<file path="config.mk">
export PLATFORM = sky130hd
export DESIGN_NAME = if_stage
export DESIGN_NICKNAME = d
export VERILOG_FILES = /design/src/rtl/if_stage_pkg.sv /design/src/rtl/if_stage_pc_reg.sv /design/src/rtl/if_stage.sv
export SDC_FILE = /design/constraint.sdc
export NUM_CORES = 1
export LEC_CHECK = 0
export ABC_AREA = 1
export CORE_MARGIN = 2
export CORE_UTILIZATION = 48
export DETAILED_ROUTE_END_ITERATION = 6
export PLACE_DENSITY = 0.81
export SLEW_MARGIN = 20
export SYNTH_ARGS = -nofsm -noshare
export SYNTH_HDL_FRONTEND = slang
export SYNTH_SLANG_ARGS = --single-unit
</file>
<file path="constraint.sdc">
create_clock -name clk -period 2.1 [get_ports clk]
set_input_delay 0.315 -clock clk [delete_from_list [all_inputs] [get_ports clk]]
set_output_delay 0.315 -clock clk [all_outputs]
set_load 0.01 [all_outputs]
</file>
<file path="src/rtl/if_stage_pkg.sv">
// Shared constants and types for the instruction-fetch stage.
package if_stage_pkg;

  localparam logic [31:0] ZERO_WORD    = 32'h0000_0000;
  localparam logic [31:0] NOP_INST     = 32'h0000_0000;
  localparam logic [31:0] RESET_PC_DEF = 32'h0000_0000;
  localparam int          IMEM_AW_DEF  = 14;

  typedef enum logic [1:0] {
    PC_SEL_RESET,
    PC_SEL_HOLD,
    PC_SEL_BRANCH,
    PC_SEL_SEQ
  } pc_sel_e;

  // Word-aligned redirect target; the low byte-offset bits are discarded.
  function automatic logic [31:0] align_word(input logic [31:0] addr);
    return {addr[31:2], 2'b00};
  endfunction

  function automatic logic [31:0] pc_plus4(input logic [31:0] pc);
    return pc + 32'd4;
  endfunction

endpackage

</file>
<file path="src/rtl/if_stage_pc_reg.sv">
// Fetch PC register plus the prioritised next-PC mux.
module if_stage_pc_reg
  import if_stage_pkg::*;
#(
  parameter logic [31:0] RESET_PC = RESET_PC_DEF
) (
  input  logic        clk,
  input  logic        rst,
  input  logic        stall,
  input  logic        branch_flag,
  input  logic [31:0] branch_addr,
  output logic [31:0] pc_f_o,
  output logic [31:0] pc_next_o
);

  logic [31:0] pc_q;
  logic [31:0] pc_d;
  pc_sel_e     sel;

  always_comb begin
    sel = PC_SEL_SEQ;
    if (rst)              sel = PC_SEL_RESET;
    else if (stall)       sel = PC_SEL_HOLD;
    else if (branch_flag) sel = PC_SEL_BRANCH;
  end

  always_comb begin
    pc_d = pc_plus4(pc_q);
    case (sel)
      PC_SEL_RESET:  pc_d = RESET_PC;
      PC_SEL_HOLD:   pc_d = pc_q;
      PC_SEL_BRANCH: pc_d = align_word(branch_addr);
      default:       pc_d = pc_plus4(pc_q);
    endcase
  end

  // Hold is already folded into pc_d, so the register loads every edge.
  always_ff @(posedge clk) begin
    pc_q <= pc_d;
  end

  assign pc_f_o    = pc_q;
  assign pc_next_o = pc_d;

endmodule

</file>
<file path="src/rtl/if_stage.sv">
// Instruction-fetch stage with IF/ID pipeline register and delay-slot redirect.
module if_stage
  import if_stage_pkg::*;
#(
  parameter logic [31:0] RESET_PC = RESET_PC_DEF,
  parameter int          IMEM_AW  = IMEM_AW_DEF
) (
  input  logic               clk,
  input  logic               rst,
  input  logic               stall,
  input  logic               branch_flag,
  input  logic [31:0]        branch_addr,
  output logic               imem_en,
  output logic [IMEM_AW-1:0] imem_addr,
  input  logic [31:0]        imem_rdata,
  output logic [31:0]        id_pc,
  output logic [31:0]        id_inst,
  output logic               id_valid,
  output logic [31:0]        fetch_count
);

  logic [31:0] pc_f;
  logic [31:0] pc_next;
  logic [31:0] id_pc_q;
  logic [31:0] id_inst_q;
  logic        id_valid_q;
  logic [31:0] fetch_count_q;
  logic        unused_pc_bits;

  if_stage_pc_reg #(
    .RESET_PC (RESET_PC)
  ) u_pc_reg (
    .clk         (clk),
    .rst         (rst),
    .stall       (stall),
    .branch_flag (branch_flag),
    .branch_addr (branch_addr),
    .pc_f_o      (pc_f),
    .pc_next_o   (pc_next)
  );

  // Upper PC bits alias modulo the memory depth; only the word index is sent.
  assign imem_addr      = pc_next[IMEM_AW+1:2];
  assign imem_en        = rst | ~stall;
  assign unused_pc_bits = ^{pc_next[31:IMEM_AW+2], pc_next[1:0]};

  always_ff @(posedge clk) begin
    if (rst) begin
      id_pc_q       <= ZERO_WORD;
      id_inst_q     <= NOP_INST;
      id_valid_q    <= 1'b0;
      fetch_count_q <= ZERO_WORD;
    end else if (!stall) begin
      id_pc_q       <= pc_f;
      id_inst_q     <= imem_rdata;
      id_valid_q    <= 1'b1;
      fetch_count_q <= fetch_count_q + 32'd1;
    end
  end

  assign id_pc       = id_pc_q;
  assign id_inst     = id_inst_q;
  assign id_valid    = id_valid_q;
  assign fetch_count = fetch_count_q;

endmodule

</file>
**Word-level counts from Yosys, hierarchy flattened**

Cells that the tools add are included.

- Word-level logic and storage cells: 17
- Register bits: 129
- Output and inout port bits: 112

- Add/sub/neg operators: 2
- Reductions and logical operators: 1
- Equal/unequal tests: 2
- Bitwise logic cells: 2
- Multiplexer cells: 4

Operators by type and width:

| cell | count |
|---|---|
| $pmux 32 s3 | 1 |
| $add 32x1->32 const B | 1 |
| $add 32x3->32 const B | 1 |
| $mux 2 | 2 |
| $eq 2x1->1 const B | 1 |
| $eq 2x2->1 const B | 1 |
| $logic_not 2->1 | 1 |
| $mux 1 | 1 |
| $not 1->1 | 1 |
| $or 1x1->1 | 1 |

**Logic depth before layout (Yosys ltp)**

- Word-level depth: 5
- Mapped depth: 10

**Cells and area by module**

From an unflattened synthesis, not the netlist that was laid out.

- Cells, all modules: 922
- Area, all modules: 6139.6 µm²

By module, submodules not included:

| module | area each (µm²) | cells an instance | instances | sequential area each (µm²) |
|---|---|---|---|---|
| if_stage | 3975.1 | 552 | 1 | 1941.9 |
| if_stage_pc_reg | 2164.6 | 370 | 1 | 640.6 |

**Worst setup path before layout**

OpenSTA, ideal clock, no wires.

- Kind: in2out
- From: in rst
- To: out imem_addr[0]
- Path buffers: 3
- Data arrival time: 1.742 ns
- Stages: 6
- Slack: 0.043 ns
- Cell sequence: buf_4 > inv_2 > nand2_1 > clkbuf_1 > o211ai_1 > buf_4

- Word-level cells in the longest chain between the ends: 3

RTL lines:

| element | line | RTL |
|---|---|---|
| from (decl) | if_stage.sv:9 | `input logic rst,` |
| $mux 2 * | if_stage_pc_reg.sv:22 | `if (rst) sel = PC_SEL_RESET;` |
| $eq 2x2->1, or another cell as far along | if_stage_pc_reg.sv:29 | `case (sel)` |
| $pmux 32 s3 * | if_stage_pc_reg.sv:29 |  |
| to (decl) | if_stage.sv:14 | `output logic [IMEM_AW-1:0] imem_addr,` |

Mark *: on every way between the ends. The rest lies on a longest branch, timed or not.

**Worst setup path after layout**

- From: reg u_pc_reg.pc_q[7], in the netlist u_pc_reg.pc_f_o[7]
- To: out imem_addr[12]

- Word-level cells in the longest chain between the ends: 2

RTL lines:

| element | line | RTL |
|---|---|---|
| from (decl) | if_stage_pc_reg.sv:16 | `logic [31:0] pc_q;` |
| from (signal assigned) | if_stage_pc_reg.sv:39 | `pc_q <= pc_d;` |
| $add 32x3->32 | if_stage_pkg.sv:22 | `return pc + 32'd4;` |
| $pmux 32 s3 | if_stage_pc_reg.sv:29 |  |

Every way passes these cells.

==> flow_summary.ini <==
[clocking]
clock_tree.buffer_depth = 2
cts_tree = yes
cts_sinks = 125
insertion_delay_ns = 0.43
clk_root_buffer_cell = sky130_fd_sc_hd__clkbuf_16
post_cts_hold_buffers = 0
numCtsBuffers = 17
cts.reportedPaths.clkPinSlew_ns = 0.06
cts_htree_levels = 4

[die]
die_width_um = 116
design.die.area_um2 = 13400
initial_core_util_pct = 49.6
fp.coreArea_um2 = 12100
floorplan.io_pins = 180
row_count = 40
floorplan.die.height_um = 116

[synthesis]
synthCells = 806
ys_ff_latch = 125
synthTopCellsByArea = sky130_fd_sc_hd__dfxtp_1, sky130_fd_sc_hd__nand2_1, sky130_fd_sc_hd__edfxtp_1, sky130_fd_sc_hd__nor2_1, sky130_fd_sc_hd__a22o_1
post-synth-top-count-cell = sky130_fd_sc_hd__nand2_1
syn-mean-instance-area_um2 = 7.46
synth.yosys.warnings = 0
yosys.cell_types.count = 37
ys_async_sr_fraction_pct = 0
post_synth_instance_area_um2 = 6010
ys_top_cells_by_count = sky130_fd_sc_hd__nand2_1, sky130_fd_sc_hd__dfxtp_1, sky130_fd_sc_hd__nor2_1
ys_seq_area_share_pct = 44.3
primary_ff_master_synth = sky130_fd_sc_hd__dfxtp_1
synth_edf_count = 16
synth.largest_area_cell = sky130_fd_sc_hd__dfxtp_1
yosys.area.top_type_share_pct = 36.3

[worst_hold_path]
hold_path.class = flop to flop

[drt]
drt-vias-per-instance = 5.26
finalWirelength_um = 19900
drt_iter0_markers = 658
routed_wire_length_per_instance_um = 16.3
met2_length_um = 10100
firstDrtPassIters = 7
ant_nets = 0
wirelength_met1_um = 7740
detail_route.drc_violations = 0
wl_met3_um = 1410
uppermost_layer_routed = met4
via_count = 6446

[worst_setup_path]
criticalPathCategory = flop to output pin
critical_path_peak_fanout = 3
slowest_stage = sky130_fd_sc_hd__dfxtp_1
crit_required_ns = 1.78
worstSetupStartpointType = flop
crit_path_cell_trace = nand2_1 -> nor2_2 -> nand2_2 -> inv_4 -> nand2_2 -> nand2_2 -> nand3_2 -> o211ai_1 -> buf_2
cp_top_family = simple AND/OR/NAND/NOR gates
regToRegSetupSlack_ns = -0.11
cpMostUsedCell = sky130_fd_sc_hd__nand2_2
kind_of_capture_point_of_the_worst_setup_path = output pin
cp.arrival_ns = 1.95
cp_slowest_stage_delay_ns = 0.40
timing.critical_path.buf_inv = 2

[placed_design]
number_of_i_o_port_buffers = 175
preCtsSetupSlack_ns = -0.457
hpwlAfterDp_um = 13200
place.gp.congestion = 0.908

[timing]
final_period_minus_worst_setup_slack_ns = 2.26
finalWorstSetupSlack_ns = -0.162
timing.fmax_ghz = 0.442
worst_skew_ns = 0.00900
maxSlewViolCount = 0
final-hold-violation-count = 0
setup_viol_count_final = 9
holdWs_ns = 0.454
timing.max_slew.rel_slack_pct = 66.6
tightest_pin_transition_ns = 0.501
unrepaired_setup_endpoints_after_global_routing = true
min_period_over_period_pct = 108

[pwr]
power.density_cell_area_nw_per_um2 = 687
power_switching_uw = 1540
power.total_uw = 6320
netSwitchingFraction_pct = 24.4
p_seq_share_pct = 41.4
intPower_uw = 4780
total_leakage_power_uw = 0.00380
clockPowerShare_pct = 47.8
peakVddDrop_mv = 0.445
power_frac_comb_pct = 10.8

[final_layout]
final_core_utilization_pct = 75.9
syn_to_final_growth_pct = 52.9
finalNetCount = 1114
antenna-diode-count = 0
share_of_layout_cells_above_drive_strength_1_pct = 20.2
fillCellCount = 865

[grt]
gr-usage-all-layers_pct = 27.9
grt_antenna_before_repair = 0
grt_remaining_overflow = 0
grt_pass1_vias = 6023
grt_first_pass_wirelength_um = 29000
grt_max_degree = 47

[status]
violations = setup timing
status = finished, violations left

[flow_run]
cap_viol_max_count = 0
[repair_timing]
action | 4_1_cts | 5_1_grt
resized for setup | 77 | 47
setup buffers | 18 | 13
pin swaps | 10 | 24
setup endpoints to repair | 15 | 16
[kinds of logic (layout without fill, tap and decap cells)]
family                     Yosys count  in the layout  synth area share [%]
AOI/OAI and AO/OA                  112            112                  12.0
adders and majority gates            2              2                 0.416
DFF                                125            125                  44.3
buffers and inverters              125            375                  9.63
other                                1              2                0.0624
xor gates and xnor gates             8              8                  1.17
and+or+nand+nor                    433            433                  32.4
[placed cells by master, fill, tap and decap left out, drive strengths merged]
| cell type | instances |
|---|---|
| edfxtp | 16 |
| o21a | 1 |
| nor2 | 109 |
| a22oi | 1 |
| clkdlybuf4s50 | 159 |
| or2 | 1 |
| ha | 2 |
| o21bai | 1 |
| a22o | 34 |
| xor2 | 8 |
| clkinvlp | 3 |
| nand2 | 254 |
| nand3b | 1 |
| dlygate4sd2 | 1 |
| clkbuf | 23 |
| conb | 2 |
| clkinv | 6 |
| nor3 | 3 |
| dfxtp | 109 |
| nand3 | 52 |
| a221oi | 1 |
| o211ai | 9 |
| a31oi | 1 |
| bufinv | 2 |
| a21oi | 17 |
| buf | 94 |
| o21ai | 47 |
| dlymetal6s2s | 1 |
| nand4 | 11 |
| inv | 86 |
| and2 | 2 |
[worst paths after layout]
check	cells past startpoint	from	to
setup reg to reg	17	u_pc_reg.pc_f_o[7]$_DFF_P_	u_pc_reg.pc_f_o[31]$_DFFE_PP_
hold reg to reg	2	id_valid$_SDFFE_PP0N_	id_valid$_SDFFE_PP0N_
hold / removal	2	id_valid$_SDFFE_PP0N_	id_valid$_SDFFE_PP0N_
setup / recovery	9	u_pc_reg.pc_f_o[7]$_DFF_P_	imem_addr[12]
[state kept, by name, indices dropped and copies added, names as in the netlist]
signal and cells:
fetch_count 32, id_inst 32, id_valid 1, id_pc 30, u_pc_reg.pc_f_o 30
[metal layers]
| layer | track usage [%] | up-vias |
|---|---|---|
| met5 | 0 | - |
| met4 | 14.0 | 0 |
| met3 | 6.38 | 76 |
| met2 | 48.2 | 347 |
| met1 | 32.5 | 2968 |
| li1 | - | 3055 |
[per-stage QoR]
| stage | setup TNS (ns) | instances | instance area (µm²) |
|---|---|---|---|
| after detailed placement | -5.35 | 1162 | 8150 |
| after floorplan | 0 | 807 | 6020 |
| final | -0.851 | 1225 | 9190 |
| after global placement | -4.92 | 1162 | 8150 |
| after global routing | -1.24 | 1225 | 9190 |
| after CTS | -0.146 | 1212 | 8960 |
[worst register-to-register path, cell delays in order, from the launching register on]
cell                      delay [ns]
sky130_fd_sc_hd__dfxtp_1        0.40
sky130_fd_sc_hd__nand2_2        0.13
sky130_fd_sc_hd__nor2_4         0.13
sky130_fd_sc_hd__nand2_2        0.09
sky130_fd_sc_hd__nor2_4         0.12
sky130_fd_sc_hd__buf_6          0.10
sky130_fd_sc_hd__buf_4          0.10
sky130_fd_sc_hd__buf_4          0.10
sky130_fd_sc_hd__buf_4          0.10
sky130_fd_sc_hd__buf_4          0.09
sky130_fd_sc_hd__buf_4          0.09
sky130_fd_sc_hd__buf_4          0.09
sky130_fd_sc_hd__buf_4          0.10
sky130_fd_sc_hd__nand2_1        0.06
sky130_fd_sc_hd__nand2_1        0.09
sky130_fd_sc_hd__nand2_1        0.07
sky130_fd_sc_hd__nand2_1        0.07
sky130_fd_sc_hd__nand2_1        0.05
[power groups by stage]
stage               combinational [µW]  sequential [µW]  clock, µW
floorplan                          249             2670          0
global placement                   642             2650          0
detailed placement                 649             2650          0
CTS                                655             2610       3020
global route                       725             2620       3140
finish                             682             2620       3020
[cell type report]
cell class	instances	area [µm²]	share of cell area (%)
Timing Repair Buffer	259	2390	26.0
Clock buffer	19	475	5.17
Inverter	84	318	3.46
Tap cell	168	210	2.29
Clock inverter	13	135	1.47
Multi-Input combinational cell	557	2980	32.5
Sequential cell	125	2680	29.1
No activity file was read; power rests on OpenSTA's default activity.
